**config.mk**
```make
export PLATFORM = sky130hd
export DESIGN_NAME = fifo_stream_reader_flat
export DESIGN_NICKNAME = d
export VERILOG_FILES = /design/src/rtl/fifo_stream_reader_pkg.sv /design/src/rtl/fifo_stream_reader_if.sv /design/src/rtl/fifo_stream_reader_skid_buf.sv /design/src/rtl/fifo_stream_reader.sv /design/src/flat_wrapper.sv
export SDC_FILE = /design/constraint.sdc
export NUM_CORES = 1
export LEC_CHECK = 0
export CORE_UTILIZATION = 52
export CTS_BUF_LIST = sky130_fd_sc_hd__clkbuf_2
export DETAILED_ROUTE_END_ITERATION = 10
export GPL_TIMING_DRIVEN = 0
export HOLD_SLACK_MARGIN = 0.06
export PLACE_DENSITY_LB_ADDON = 0.3
export REMOVE_ABC_BUFFERS = 1
export SLEW_MARGIN = 20
export SYNTH_ARGS = -nofsm -noshare
export SYNTH_HDL_FRONTEND = slang
export SYNTH_SLANG_ARGS = --single-unit
```
**constraint.sdc**
```tcl
create_clock -name clk -period 1.9 [get_ports clk]
set_input_delay 0.475 -clock clk [delete_from_list [all_inputs] [get_ports clk]]
set_output_delay 0.475 -clock clk [all_outputs]
set_load 0.1 [all_outputs]
```
**src/rtl/fifo_stream_reader_pkg.sv**
```systemverilog
// Shared types and sizing for the FIFO stream reader.
// The checksum feature is enabled with the FRAME_CHECKSUM_EN macro.
package fifo_stream_pkg;

    localparam int SKID_DEPTH = 3;

    typedef enum logic {
        ST_DATA,
        ST_CKSUM
    } state_e;

    typedef logic [1:0] occ_t;

endpackage

```
**src/rtl/fifo_stream_reader_if.sv**
```systemverilog
// FIFO read port plus the outgoing valid/ready stream, seen from the reader (master)
// or from its environment (slave).
interface fifo_stream_reader_if #(
    parameter int DATA_WIDTH = 8
);
    logic                  fifo_empty;
    logic                  fifo_valid;
    logic [DATA_WIDTH-1:0] fifo_dout;
    logic                  fifo_rd_en;
    logic [DATA_WIDTH-1:0] m_data;
    logic                  m_valid;
    logic                  m_last;
    logic                  m_ready;
    logic                  err_unexp;

    modport master (
        input  fifo_empty, fifo_valid, fifo_dout, m_ready,
        output fifo_rd_en, m_data, m_valid, m_last, err_unexp
    );

    modport slave (
        output fifo_empty, fifo_valid, fifo_dout, m_ready,
        input  fifo_rd_en, m_data, m_valid, m_last, err_unexp
    );
endinterface

```
**src/rtl/fifo_stream_reader_skid_buf.sv**
```systemverilog
// Three-entry circular prefetch buffer that absorbs the FIFO read latency.
// Caller guarantees no push when full and no pop when empty.
module stream_skid_buf
    import fifo_stream_pkg::*;
#(
    parameter int DATA_WIDTH = 8
) (
    input  logic                  clk,
    input  logic                  rst_n,
    input  logic                  push_i,
    input  logic [DATA_WIDTH-1:0] data_i,
    input  logic                  pop_i,
    output logic [DATA_WIDTH-1:0] head_o,
    output occ_t                  occ_o
);

    logic [DATA_WIDTH-1:0] mem_q [SKID_DEPTH];
    logic [1:0]            wr_ptr_q;
    logic [1:0]            rd_ptr_q;
    occ_t                  occ_q;

    function automatic logic [1:0] ptr_inc(input logic [1:0] p);
        return (p == 2'(SKID_DEPTH - 1)) ? 2'd0 : p + 2'd1;
    endfunction

    // NOTE: storage is not reset; occupancy alone says which entries are meaningful.
    always_ff @(posedge clk) begin
        if (push_i) mem_q[wr_ptr_q] <= data_i;
    end

    always_ff @(posedge clk) begin
        if (!rst_n) begin
            wr_ptr_q <= 2'd0;
            rd_ptr_q <= 2'd0;
            occ_q    <= '0;
        end else begin
            if (push_i) wr_ptr_q <= ptr_inc(wr_ptr_q);
            if (pop_i)  rd_ptr_q <= ptr_inc(rd_ptr_q);
            case ({push_i, pop_i})
                2'b10:   occ_q <= occ_q + 2'd1;
                2'b01:   occ_q <= occ_q - 2'd1;
                default: ;
            endcase
        end
    end

    assign head_o = mem_q[rd_ptr_q];
    assign occ_o  = occ_q;

endmodule

```
**src/rtl/fifo_stream_reader.sv**
```systemverilog
// Drains a standard sync FIFO into a framed valid/ready stream.
// Define FRAME_CHECKSUM_EN to append an XOR checksum beat to every frame.
module fifo_stream_reader
    import fifo_stream_pkg::*;
#(
    parameter int DATA_WIDTH = 8,
    parameter int FRAME_LEN  = 16
) (
    input logic                 clk,
    input logic                 rst_n,
    fifo_stream_reader_if.master bus
);

    localparam logic [15:0] LAST_IDX = 16'(FRAME_LEN - 1);

    occ_t                  occ;
    logic [DATA_WIDTH-1:0] head;
    logic                  push;
    logic                  pop;
    logic                  inflight_q;
    logic                  err_q;
    logic [15:0]           idx_q, idx_d;
    state_e                state_q, state_d;
`ifdef FRAME_CHECKSUM_EN
    logic [DATA_WIDTH-1:0] cksum_q, cksum_d;
`endif

    stream_skid_buf #(.DATA_WIDTH(DATA_WIDTH)) u_buf (
        .clk    (clk),
        .rst_n  (rst_n),
        .push_i (push),
        .data_i (bus.fifo_dout),
        .pop_i  (pop),
        .head_o (head),
        .occ_o  (occ)
    );

    // Credit counts words held plus the one possibly in flight; m_ready never enters here.
    assign bus.fifo_rd_en = rst_n && !bus.fifo_empty
                          && ((3'(occ) + 3'(inflight_q)) < 3'(SKID_DEPTH));
    assign push          = bus.fifo_valid && inflight_q;
    assign bus.err_unexp = err_q;

    always_ff @(posedge clk) begin
        if (!rst_n) begin
            inflight_q <= 1'b0;
            err_q      <= 1'b0;
            idx_q      <= '0;
            state_q    <= ST_DATA;
`ifdef FRAME_CHECKSUM_EN
            cksum_q    <= '0;
`endif
        end else begin
            inflight_q <= bus.fifo_rd_en;
            if (bus.fifo_valid && !inflight_q) err_q <= 1'b1;
            idx_q      <= idx_d;
            state_q    <= state_d;
`ifdef FRAME_CHECKSUM_EN
            cksum_q    <= cksum_d;
`endif
        end
    end

    // NOTE: every output of this block gets a default first, so no path infers a latch.
    always_comb begin
        bus.m_valid = 1'b0;
        bus.m_data  = '0;
        bus.m_last  = 1'b0;
        pop         = 1'b0;
        idx_d       = idx_q;
        state_d     = state_q;
`ifdef FRAME_CHECKSUM_EN
        cksum_d     = cksum_q;
`endif
        case (state_q)
            ST_DATA: begin
                bus.m_valid = (occ != '0);
                bus.m_data  = bus.m_valid ? head : '0;
`ifndef FRAME_CHECKSUM_EN
                bus.m_last  = bus.m_valid && (idx_q == LAST_IDX);
`endif
                pop = bus.m_valid && bus.m_ready;
                if (pop) begin
`ifdef FRAME_CHECKSUM_EN
                    cksum_d = cksum_q ^ head;
                    if (idx_q == LAST_IDX) state_d = ST_CKSUM;
                    else                   idx_d   = idx_q + 16'd1;
`else
                    idx_d = (idx_q == LAST_IDX) ? 16'd0 : idx_q + 16'd1;
`endif
                end
            end
`ifdef FRAME_CHECKSUM_EN
            ST_CKSUM: begin
                bus.m_valid = 1'b1;
                bus.m_data  = cksum_q;
                bus.m_last  = 1'b1;
                if (bus.m_ready) begin
                    cksum_d = '0;
                    idx_d   = '0;
                    state_d = ST_DATA;
                end
            end
`endif
            default: state_d = ST_DATA;
        endcase
    end

endmodule

```
**src/flat_wrapper.sv**
```systemverilog
// flat-port wrapper written by rule: the top's interface ports become plain ports
module fifo_stream_reader_flat import fifo_stream_pkg::*;
#(
    parameter int DATA_WIDTH = 8,
    parameter int FRAME_LEN  = 16
)
  (clk, rst_n, bus_fifo_empty, bus_fifo_valid, bus_fifo_dout, bus_m_ready, bus_fifo_rd_en, bus_m_data, bus_m_valid, bus_m_last, bus_err_unexp);
  fifo_stream_reader_if #(.DATA_WIDTH(DATA_WIDTH)) bus_i ();
  input logic clk;
  input logic rst_n;
  input wire logic [$bits(bus_i.fifo_empty)-1:0] bus_fifo_empty;
  input wire logic [$bits(bus_i.fifo_valid)-1:0] bus_fifo_valid;
  input wire logic [$bits(bus_i.fifo_dout)-1:0] bus_fifo_dout;
  input wire logic [$bits(bus_i.m_ready)-1:0] bus_m_ready;
  output wire logic [$bits(bus_i.fifo_rd_en)-1:0] bus_fifo_rd_en;
  output wire logic [$bits(bus_i.m_data)-1:0] bus_m_data;
  output wire logic [$bits(bus_i.m_valid)-1:0] bus_m_valid;
  output wire logic [$bits(bus_i.m_last)-1:0] bus_m_last;
  output wire logic [$bits(bus_i.err_unexp)-1:0] bus_err_unexp;
  assign bus_i.fifo_empty = bus_fifo_empty;
  assign bus_i.fifo_valid = bus_fifo_valid;
  assign bus_i.fifo_dout = bus_fifo_dout;
  assign bus_i.m_ready = bus_m_ready;
  assign bus_fifo_rd_en = bus_i.fifo_rd_en;
  assign bus_m_data = bus_i.m_data;
  assign bus_m_valid = bus_i.m_valid;
  assign bus_m_last = bus_i.m_last;
  assign bus_err_unexp = bus_i.err_unexp;
  fifo_stream_reader #(.DATA_WIDTH(DATA_WIDTH), .FRAME_LEN(FRAME_LEN)) u_core (.clk(clk), .rst_n(rst_n), .bus(bus_i));
endmodule
```
==> impl_metrics.env <==
export IMPL_fin_util=0.714
export IMPL_slew_headroom=0.451
export IMPL_timing_final_hold_violations=0
export IMPL_path_clk_slew_ps=240
export IMPL_layout_drive_gt1_share=0.325
export IMPL_synth_cell_types=33
export IMPL_failed_checks="setup timing"
export IMPL_die_h_um=66.4
export IMPL_final_period_utilization=1.19
export IMPL_synth_top_area_share=0.335
export IMPL_drt_iter0_markers=88
export IMPL_placed_area_mm2=0.00243
export IMPL_syn2layout_area_growth_pct=32.6
export IMPL_die_x_um=66.4
export IMPL_outcome="complete, but fails checks"
export IMPL_rsz0062_at_grt="yes"
export IMPL_nNetsFinal=250
export IMPL_clock_latency_ps=440
export IMPL_yosys_area_top_type="edfxtp_1"
export IMPL_maxCapViolations=0
export IMPL_grt_use_total=0.239
export IMPL_grt_pass1_wl_um=7540
export IMPL_ant_nets=0
export IMPL_core_area_mm2=0.00400
export IMPL_top_layer="met4"
export IMPL_tightest_slew_ps=821
export IMPL_drc=0
export IMPL_met3_length_um=232
export IMPL_finalClockSkew_ps=12.7
export IMPL_diodes=0
export IMPL_cts_sinks=50
export IMPL_p_leak_uw=0.000977
export IMPL_vias=1596
export IMPL_pwr_density_cell_mw_per_mm2=900
export IMPL_first_pass_iters=4
export IMPL_yosysWarnings=0
export IMPL_period_minus_slack_ps=2270
export IMPL_ios=25
export IMPL_antenna_found_initial=0
export IMPL_reg2reg_depth=6
export IMPL_critPathArrivalTime_ps=1790
export IMPL_fin_area_mm2=0.00286
export IMPL_rows=23
export IMPL_ys_ff_latch=50
export IMPL_syn_area_mm2=0.00215
export IMPL_port_buffers=24
export IMPL_finalSetupViolations=11
export IMPL_path_class="reg2out"
export IMPL_worstPathRequired_ps=1420
export IMPL_hold_depth=2
export IMPL_worst_path_max_fanout=3
export IMPL_dpl_hpwl_um=2840
export IMPL_wl_per_cell_um=16.9
export IMPL_ff2ff_setup_slack_ps=90
export IMPL_routed_wl_um=4800
export IMPL_cts_tree="done"
export IMPL_dpl_cell_count=260
export IMPL_synth_area_per_cell_um2=11.2
export IMPL_drt_met1_wl_um=2020
export IMPL_grt_pass1_vias=1563
export IMPL_ys_seq_area_frac=0.576
export IMPL_fmaxAchievable_mhz=441
export IMPL_hp_class="reg2reg"
export IMPL_cts_buffers=5
export IMPL_pre_cts_slack_ps=-1460
export IMPL_grt_max_degree=17
export IMPL_start_util=0.538
export IMPL_final_cells=284
export IMPL_die_area_mm2=0.00440
export IMPL_start_kind="register"
export IMPL_cts_max_level=2
export IMPL_cp_end_kind="output pin"
export IMPL_ir_drop_v=0.000649
export IMPL_fin_ws_ps=-365
export IMPL_postCtsHoldBufs=0
export IMPL_drv_slew=0
export IMPL_synthCells=192
export IMPL_yosys_top_cells_area="edfxtp_1 33%, dfxtp_1 24%, nor2_1 7.1%, xnor2_1 5.3%, mux2i_1 3.7%"
export IMPL_avgViaCountPerCell=5.62
export IMPL_met2_length_um=2470
export IMPL_place_congestion=0.782
export IMPL_clock_path_buffers=2
export IMPL_cts_root_buffer="clkbuf_2"
export IMPL_overflow=0
state kept, by name, indices dropped and copies added, names as in the netlist, named ones only:
name / cells
u_core.idx_q: 16
u_core.bus.err_unexp: 1
u_core.inflight_q: 1
u_core.u_buf.mem_q: 24
u_core.u_buf.occ_o: 2
u_core.u_buf.wr_ptr_q: 2
u_core.u_buf.rd_ptr_q: 2
per-stage QoR:
| stage | setup TNS, ps | hold slack [ps] | power [uW] |
|---|---|---|---|
| floorplan | -9950 | 467 | 1690 |
| global placement | -28850 | 453 | 1830 |
| detailed placement | -20130 | 465 | 1850 |
| CTS | -1750 | 518 | 2390 |
| global route | -3710 | 558 | 2660 |
| finish | -2530 | 509 | 2570 |
layout by cell type, fill, tap and decap left out, types with 3 or more instances in the layout:
cell	Yosys	routed
a21oi_1	15	13
buf_12	0	8
buf_4	1	13
buf_6	1	5
clkbuf_2	0	5
clkdlybuf4s50_1	0	12
dfxtp_1	26	15
dfxtp_2	0	6
dfxtp_4	0	5
edfxtp_1	24	24
ha_4	0	4
inv_1	5	3
mux2i_1	8	8
nand2_1	6	6
nand3_1	3	3
nand4_1	5	5
nor2_1	41	34
nor2_2	0	6
nor3_1	8	7
nor4_2	3	4
xnor2_1	13	13
xor2_1	3	3
repair_timing:
item / 4_1_cts / 5_1_grt
hold endpoints to repair: 0 / 0
cloned: 0 / 1
pin swaps: 7 / 6
gates resized for setup: 110 / 29
buffers inserted: 13 / 2
setup endpoints to repair: 20 / 21
cell usage after synthesis:
master / number
nor2_1: 41
a21oi_1: 15
nor4b_2: 1
xor2_1: 3
nor3_1: 8
nand3_1: 3
o2111ai_1: 1
nor4_4: 2
o211ai_1: 2
nand4_1: 5
buf_2: 2
and3_1: 1
nor4bb_1: 1
inv_1: 5
buf_4: 1
or3_1: 1
o21ai_0: 2
dfxtp_1: 26
edfxtp_1: 24
mux2i_1: 8
xnor2_1: 13
clkbuf_1: 2
nor4_2: 3
clkinv_1: 1
ha_1: 4
nand2_1: 6
buf_6: 1
o21ai_2: 2
nor3b_1: 3
nand4_4: 1
nor4_1: 1
a2111oi_0: 2
and4_1: 1
layer usage:
| metal | global-route usage | vias up |
|---|---|---|
| li1 | - | 772 |
| met1 | 0.287 | 779 |
| met2 | 0.407 | 33 |
| met3 | 0.0759 | 12 |
| met4 | 0.0718 | 0 |
| met5 | 0 | - |
area by class of cell:
cell class / count / area (um2)
Sequential cell: 50 / 1270
Fill cell: 260 / 1140
Multi-Input combinational cell: 130 / 996
Timing Repair Buffer: 40 / 464
Tap cell: 50 / 62.6
Clock buffer: 5 / 25.0
Inverter: 6 / 23.8
Clock inverter: 3 / 16.3
report_power, final:
part / internal, uW / leakage, uW / switching [uW]
clock network: 85.4 / 0.0000280 / 345
registers: 1170 / 0.000434 / 47.9
logic: 372 / 0.000515 / 553
worst paths after layout:
kind                                       startpoint                    to
worst max-delay path            u_core.u_buf.occ_o[0]        bus_fifo_rd_en
worst min-delay path             u_core.bus.err_unexp  u_core.bus.err_unexp
worst max register to register        u_core.idx_q[0]       u_core.idx_q[1]
worst min register to register   u_core.bus.err_unexp  u_core.bus.err_unexp
critical path, stage by stage, from the launching register on:
cell and delay, ps:
dfxtp_4 420, ha_4 160, ha_4 220, a2111oi_4 290
buf_6 270
cells by family after synthesis:
logic type	after synthesis	synth area share
and+or+nand+nor	78	0.204
DFF	50	0.576
AOI/OAI and AO/OA	24	0.0668
xor gates and xnor gates	16	0.0651
buffers and inverters	12	0.0273
muxes	8	0.0372
adders and majority gates	4	0.0232
Note: power is estimated with default switching activity, not from simulation.
